==> config.mk <==
export PLATFORM = sky130hd
export DESIGN_NAME = mem_port_arbiter
export DESIGN_NICKNAME = d
export VERILOG_FILES = /design/src/rtl/riscv_pkg.sv /design/src/rtl/mem_arb_pkg.sv /design/src/rtl/mem_arb_grant.sv /design/src/rtl/mem_port_arbiter.sv
export SDC_FILE = /design/constraint.sdc
export NUM_CORES = 1
export LEC_CHECK = 0
export ABC_AREA = 1
export CORE_AREA = 2 2 111 113
export CTS_CLUSTER_SIZE = 30
export DETAILED_ROUTE_END_ITERATION = 6
export DIE_AREA = 0 0 113 115
export PLACE_DENSITY_LB_ADDON = 0.12
export SLEW_MARGIN = 20
export SYNTH_ARGS = -nofsm -noshare
export SYNTH_HDL_FRONTEND = slang
export SYNTH_SLANG_ARGS = --single-unit
==> constraint.sdc <==
create_clock -name clk -period 2.14 [get_ports clk]
set_clock_uncertainty 0.2 [all_clocks]
set_input_delay 0.214 -clock clk [delete_from_list [all_inputs] [get_ports clk]]
set_output_delay 0.214 -clock clk [all_outputs]
set_load 0.05 [all_outputs]
==> src/rtl/riscv_pkg.sv <==
// Core-wide architectural constants shared by the core_model slice.
package riscv_pkg;

  localparam int XLEN = 32;

endpackage : riscv_pkg

==> src/rtl/mem_arb_pkg.sv <==
// Shared types and helpers for the data-memory port arbiter.
package mem_arb_pkg;

  localparam int NUM_REQ_MAX = 4;

  typedef enum logic [1:0] {
    IDLE      = 2'd0,
    ISSUE     = 2'd1,
    WAIT_RESP = 2'd2
  } arb_state_e;

  // Payload captured at acceptance and held toward memory until the handshake.
  typedef struct packed {
    logic [riscv_pkg::XLEN-1:0]   addr;
    logic                         we;
    logic [riscv_pkg::XLEN-1:0]   wdata;
    logic [riscv_pkg::XLEN/8-1:0] wstrb;
  } mem_req_t;

  // Encode a one-hot (or zero) vector into the index of its set bit.
  function automatic logic [1:0] onehot_to_idx(input logic [NUM_REQ_MAX-1:0] onehot);
    logic [1:0] idx;
    idx = 2'd0;
    for (int i = 0; i < NUM_REQ_MAX; i++) begin
      idx = idx | (onehot[i] ? 2'(i) : 2'd0);
    end
    return idx;
  endfunction

endpackage : mem_arb_pkg

==> src/rtl/mem_arb_grant.sv <==
// One-hot grant selection for mem_port_arbiter.
// MEM_ARB_ROUND_ROBIN_EN defined: round-robin search starting at rr_ptr_i.
// MEM_ARB_ROUND_ROBIN_EN undefined: fixed priority, lowest index wins.
module mem_arb_grant #(
  parameter int NUM_REQ = 2
) (
  input  logic [NUM_REQ-1:0]         valid_i,
`ifdef MEM_ARB_ROUND_ROBIN_EN
  input  logic [$clog2(NUM_REQ)-1:0] rr_ptr_i,
`endif
  output logic [NUM_REQ-1:0]         grant_o
);

  // Lowest set bit of v, as a one-hot vector.
  function automatic logic [NUM_REQ-1:0] first_set(input logic [NUM_REQ-1:0] v);
    logic [NUM_REQ-1:0] g;
    logic               seen;
    g    = '0;
    seen = 1'b0;
    for (int i = 0; i < NUM_REQ; i++) begin
      g[i] = v[i] & ~seen;
      seen = seen | v[i];
    end
    return g;
  endfunction

`ifdef MEM_ARB_ROUND_ROBIN_EN
  logic [NUM_REQ-1:0] w_rot_valid;
  logic [NUM_REQ-1:0] w_rot_grant;

  // Rotate so rr_ptr_i sits at bit 0, pick the first, rotate the pick back.
  always_comb begin
    w_rot_valid = NUM_REQ'({valid_i, valid_i} >> rr_ptr_i);
    w_rot_grant = first_set(w_rot_valid);
    grant_o     = NUM_REQ'(({w_rot_grant, w_rot_grant} << rr_ptr_i) >> NUM_REQ);
  end
`else
  // Fixed priority: requester 0 (fetch) always wins over higher indices.
  always_comb begin
    grant_o = first_set(valid_i);
  end
`endif

endmodule : mem_arb_grant

==> src/rtl/mem_port_arbiter.sv <==
// Single-outstanding data-memory port shared by NUM_REQ requesters
// (0 = fetch, 1 = load/store, higher = loader/debug). Each transfer runs
// accept -> issue -> wait-for-response; the response is routed to its owner.
// A sticky watchdog flags responses that never arrive.
// Optional macro MEM_ARB_ROUND_ROBIN_EN selects round-robin instead of
// fixed-priority grant.
module mem_port_arbiter
  import mem_arb_pkg::*;
#(
  parameter int NUM_REQ        = 2,
  parameter int TIMEOUT_CYCLES = 64,
  parameter int XLEN           = riscv_pkg::XLEN
) (
  input  logic                              clk,
  input  logic                              rstn,
  input  logic [NUM_REQ-1:0]                req_valid_i,
  output logic [NUM_REQ-1:0]                req_ready_o,
  input  logic [NUM_REQ-1:0][XLEN-1:0]      req_addr_i,
  input  logic [NUM_REQ-1:0]                req_we_i,
  input  logic [NUM_REQ-1:0][XLEN-1:0]      req_wdata_i,
  input  logic [NUM_REQ-1:0][XLEN/8-1:0]    req_wstrb_i,
  output logic [NUM_REQ-1:0]                resp_valid_o,
  output logic [XLEN-1:0]                   resp_rdata_o,
  output logic                              mem_req_valid_o,
  input  logic                              mem_req_ready_i,
  output logic [XLEN-1:0]                   mem_addr_o,
  output logic                              mem_we_o,
  output logic [XLEN-1:0]                   mem_wdata_o,
  output logic [XLEN/8-1:0]                 mem_wstrb_o,
  input  logic                              mem_resp_valid_i,
  input  logic [XLEN-1:0]                   mem_resp_rdata_i,
  output logic                              busy_o,
  output logic [$clog2(NUM_REQ)-1:0]        owner_o,
  output logic                              err_timeout_o
);

  localparam int OWN_W = $clog2(NUM_REQ);

  arb_state_e         r_state;
  arb_state_e         w_state_nxt;
  mem_req_t           r_req;
  mem_req_t           w_sel;
  logic [OWN_W-1:0]   r_owner;
  logic [NUM_REQ-1:0] w_grant;
  logic [OWN_W-1:0]   w_grant_idx;
  logic               w_accept;

`ifdef MEM_ARB_ROUND_ROBIN_EN
  logic [OWN_W-1:0]   r_rr_ptr;
`endif

  mem_arb_grant #(
    .NUM_REQ (NUM_REQ)
  ) u_grant (
    .valid_i  (req_valid_i),
`ifdef MEM_ARB_ROUND_ROBIN_EN
    .rr_ptr_i (r_rr_ptr),
`endif
    .grant_o  (w_grant)
  );

  assign w_grant_idx = OWN_W'(onehot_to_idx(NUM_REQ_MAX'(w_grant)));

  // Select the granted requester's payload (grant is one-hot, so OR-merge).
  always_comb begin
    w_sel = '0;
    for (int i = 0; i < NUM_REQ; i++) begin
      w_sel.addr  = w_sel.addr  | (req_addr_i[i]  & {XLEN{w_grant[i]}});
      w_sel.we    = w_sel.we    | (req_we_i[i]    & w_grant[i]);
      w_sel.wdata = w_sel.wdata | (req_wdata_i[i] & {XLEN{w_grant[i]}});
      w_sel.wstrb = w_sel.wstrb | (req_wstrb_i[i] & {(XLEN/8){w_grant[i]}});
    end
  end

  // Next-state and handshake outputs; response passes straight through.
  always_comb begin
    w_state_nxt     = r_state;
    w_accept        = 1'b0;
    req_ready_o     = '0;
    mem_req_valid_o = 1'b0;
    resp_valid_o    = '0;
    case (r_state)
      IDLE: begin
        if (|w_grant) begin
          req_ready_o = w_grant;
          w_accept    = 1'b1;
          w_state_nxt = ISSUE;
        end else begin
          w_state_nxt = IDLE;
        end
      end
      ISSUE: begin
        mem_req_valid_o = 1'b1;
        if (mem_req_ready_i) begin
          w_state_nxt = WAIT_RESP;
        end else begin
          w_state_nxt = ISSUE;
        end
      end
      WAIT_RESP: begin
        if (mem_resp_valid_i) begin
          resp_valid_o = NUM_REQ'(1) << r_owner;
          w_state_nxt  = IDLE;
        end else begin
          w_state_nxt  = WAIT_RESP;
        end
      end
      default: begin
        w_state_nxt = IDLE;
      end
    endcase
  end

  // State, owner and payload registers; payload captured only on acceptance.
  always_ff @(posedge clk or negedge rstn) begin
    if (!rstn) begin
      r_state <= IDLE;
      r_owner <= '0;
      r_req   <= '0;
    end else begin
      r_state <= w_state_nxt;
      if (w_accept) begin
        r_owner <= w_grant_idx;
        r_req   <= w_sel;
      end
    end
  end

`ifdef MEM_ARB_ROUND_ROBIN_EN
  // Round-robin pointer moves just past the requester that won.
  always_ff @(posedge clk or negedge rstn) begin
    if (!rstn) begin
      r_rr_ptr <= '0;
    end else if (w_accept) begin
      r_rr_ptr <= (w_grant_idx == OWN_W'(NUM_REQ - 1)) ? '0 : w_grant_idx + OWN_W'(1);
    end
  end
`endif

  generate
    if (TIMEOUT_CYCLES > 0) begin : g_wdog
      localparam int WD_W = $clog2(TIMEOUT_CYCLES + 1);
      logic [WD_W-1:0] r_wd_cnt;
      logic            r_err;

      // Count cycles waiting for a response; error is sticky until reset.
      always_ff @(posedge clk or negedge rstn) begin
        if (!rstn) begin
          r_wd_cnt <= '0;
          r_err    <= 1'b0;
        end else if ((r_state == WAIT_RESP) && !mem_resp_valid_i) begin
          if (r_wd_cnt != WD_W'(TIMEOUT_CYCLES)) begin
            r_wd_cnt <= r_wd_cnt + WD_W'(1);
          end
          if (r_wd_cnt == WD_W'(TIMEOUT_CYCLES - 1)) begin
            r_err <= 1'b1;
          end
        end else begin
          r_wd_cnt <= '0;
        end
      end

      assign err_timeout_o = r_err;
    end else begin : g_no_wdog
      assign err_timeout_o = 1'b0;
    end
  endgenerate

  assign resp_rdata_o = mem_resp_rdata_i;
  assign mem_addr_o   = r_req.addr;
  assign mem_we_o     = r_req.we;
  assign mem_wdata_o  = r_req.wdata;
  assign mem_wstrb_o  = r_req.wstrb;
  assign busy_o       = (r_state != IDLE);
  assign owner_o      = r_owner;

endmodule : mem_port_arbiter

==> results of run 1 <==
[stage by stage]
step                cells  setup WS, ps  hold slack, ps
global route          960           152             226
floorplan             627          10.8            -282
finish                960           204             205
CTS                   960           186             186
detailed placement    943           302            74.2
global placement      943           333            75.5
[power by group]
| part | internal, uW | switching, uW | total (uW) |
|---|---|---|---|
| Sequential | 2100 | 320 | 2420 |
| Combinational | 1660 | 3450 | 5110 |
| Clock | 964 | 575 | 1540 |
| Total | 4730 | 4340 | 9070 |
[sequential cells by signal, summed over array words and instances (netlist names)]
name	count
err_timeout_o	1
g_wdog.r_wd_cnt	7
mem_addr_o	32
mem_wdata_o	32
mem_we_o	1
mem_wstrb_o	4
owner_o	1
r_state	2
[path summary, 6_finish.rpt]
check | cells past startpoint | startpoint | end
min in group asynchronous | 2 | rstn | mem_addr_o[4]$_DFFE_PN0P_
setup / recovery | 1 | mem_wdata_o[4]$_DFFE_PN0P_ | mem_wdata_o[4]
setup reg to reg | 5 | r_state[0]$_DFF_PN0_ | g_wdog.r_wd_cnt[4]$_DFFE_PN0P_
max in group asynchronous | 3 | rstn | mem_wdata_o[2]$_DFFE_PN0P_
hold / removal | 5 | req_valid_i[0] | mem_addr_o[19]$_DFFE_PN0P_
hold reg to reg | 2 | mem_wdata_o[23]$_DFFE_PN0P_ | mem_wdata_o[23]$_DFFE_PN0P_
[area by class of cell]
type	instances	area, sq um
repair buffers	231	2360
well taps	147	184
clock buffers	13	260
inverters	15	56.3
fillers	1143	5070
flip-flops and latches	80	2000
clock inverters	3	40.0
multi-input cells	471	1840
[cells by family (layout without fill, tap and decap cells)]
kind of cell,Yosys count,in the layout,share of synthesized area
compound gates,7,7,0.0108
simple gates,462,462,0.411
buf+inv,76,262,0.104
flops,80,80,0.468
fa+ha+maj,2,2,0.00584
[layer usage]
metal	vias up	GRT usage
met1	1957	0.224
met3	30	0.0522
met5	-	0
met2	165	0.342
li1	2197	-
met4	0	0.0902
[placed cells by master, fill, tap and decap left out, drive strengths merged, types with 2 or more instances in the layout]
master,Yosys,routed
nand2,433,433
o21ai,4,4
nor2,16,16
nand3,9,9
nor3,2,2
buf,55,20
dfrtp,80,80
a21oi,3,3
clkdlybuf4s50,0,210
clkinv,0,2
inv,15,15
ha,2,2
clkbuf,6,13
==> impl_results.md, run 1 <==
- Status: finished with violations
- Violated checks: design-rule violations
- Most common cell in the netlist: nand2_1
- Via count: 4349
- TritonCTS clock tree: done
- Relative slew slack: 0.587
- Worst path slowest cell: clkdlybuf4s50_1
- CTS clk-pin slew, worst paths: 60 ps
- Synth Register Bits: 80
- Layout cell share with drive strength beyond 1: 0.0492
- First-pass GRT wire length: roughly 20 mm
- Antenna-violating nets left: 0
- Die X: approximately 110 microns
- CTS H-tree lvls: 3
- Pin count of the biggest net entering global routing: 50
- Initial antenna violation count: 0
- CTS Buffer Depth: 2
- Register area share after synthesis: 0.468
- Area leader, netlist: dfrtp_1
- Area Overhead vs Synth: 57.4%
- Mapped Cells: 627
- Hold Vio Cnt, Final: 0
- Crit end category: output port
- Worst-path cell chain: clkdlybuf4s50_1
- Clk sinks: 80
- Worst hold-check path type: in2reg
- Final non-filler cell area: 0.00674 sq mm
- Most used DFF post-synth: dfrtp_1
- Cells resized by post-CTS repair: 0
- CTS hold repair buffers: 1
- Clock period minus worst slack: 1940 ps
- Root buffer cell: clkbuf_16
- Core Util, Final: 0.571
- Static leakage: 0.00345 uW
- R2R Setup Slk: 540 ps
- Initial core utilization: 0.362
- Slew Limit Fails: 0
- EDFF count, synth: 0
- Async S/R FF share, synth: 1.00
- Maximum vdd ir drop: 0.625 mV
- Met3 WL: 1.00 mm
- Post-Syn Area: about 0.0043 sq mm
- CP bufs+invs: 1
- Startpoint types: flop
- Met1 WL: 5.07 mm
- Synth Warn #: 0
- Final WL: about 13 mm
- Pin slew with the least headroom to its limit: 619 ps
- Cts bufs inserted: 9
- Port Buffer Count: between 200 and 250
- DRC Markers: 13
- Site Rows: 40
- Grt ovf: 0
- Top Layer Used: met4
- Final setup violation count: 0
- Number of setup buffers added after CTS: 0
- Top post-synthesis cells by area: dfrtp_1 (47%), nand2_1 (38%), buf_4 (6.5%), buf_2 (2.1%), nor2_1 (1.3%)
- First drt pass iteration count: 7
- Worst Path Required: 1730 ps
- Max Cap Viol: 0
- Full die area: 0.0130 sq mm
- Dpl cell area: roughly 0.0064 sq mm
- RSZ-0062 raised after global routing: false
- Post-Synthesis Net Count: 805
- Drt initial violations: approximately 190
- Crit path largest cell delay: 850 ps
- Avg Inst Size Synth: 6.83 sq um
- IO Count: between 200 and 300
- Fin crit share: 0.905
- Critical Path AT: 1520 ps
- CP Max Fanout: 2
- CP delay by family, top: buffers and inverters
- Top cells by instance count after synthesis: nand2_1 (433), dfrtp_1 (80), buf_4 (37), buf_2 (18), nor2_1 (15)
- Number of global-route vias before repair: around 4.4k
- Ant diodes: 0
- WS Path Type: reg2out
- Netlist cell types: 17
- Pwr Density: approximately 1300 mW/mm^2
- Top cell type's share of synthesized area: 0.468
- Core area: 0.0118 sq mm
- Final setup TNS: 0 ps
- Total power: a little over 9000 uW
- Worst-Skew Late Latency: roughly 320 ps
- Final RePlAce weighted congestion: approximately 0.79
- Die Ht: 115 microns
- Wire per inst: between 10 and 15 microns
- Final nets: 986
- Global Route Usage Sum: 0.195
- Met2 Wirelength: 6.42 mm
- Upper clock frequency limit: ~0.52 GHz
- Vias per cell: approximately 4.5
- Post-DP HPWL: 9.91 mm
Power figures use the tool's default switching activity.
==> run 2, diff against run 1 <==
--- a/config.mk
+++ b/config.mk
@@ -6,6 +6,7 @@
 export NUM_CORES = 1
 export LEC_CHECK = 0
 export ABC_AREA = 1
+export CAP_MARGIN = 30
 export CORE_AREA = 2 2 111 113
 export CTS_CLUSTER_SIZE = 30
 export DETAILED_ROUTE_END_ITERATION = 6
==> results of run 2 <==
Same layout as run 1: the final DEF is identical, and so are final timing and power.
==> run 3, diff against run 2 <==
--- a/config.mk
+++ b/config.mk
@@ -16,3 +16,4 @@
 export SYNTH_ARGS = -nofsm -noshare
 export SYNTH_HDL_FRONTEND = slang
 export SYNTH_SLANG_ARGS = --single-unit
+export TNS_END_PERCENT = 30
==> results of run 3 <==
Same layout as run 1: the final DEF is identical, and so are final timing and power.
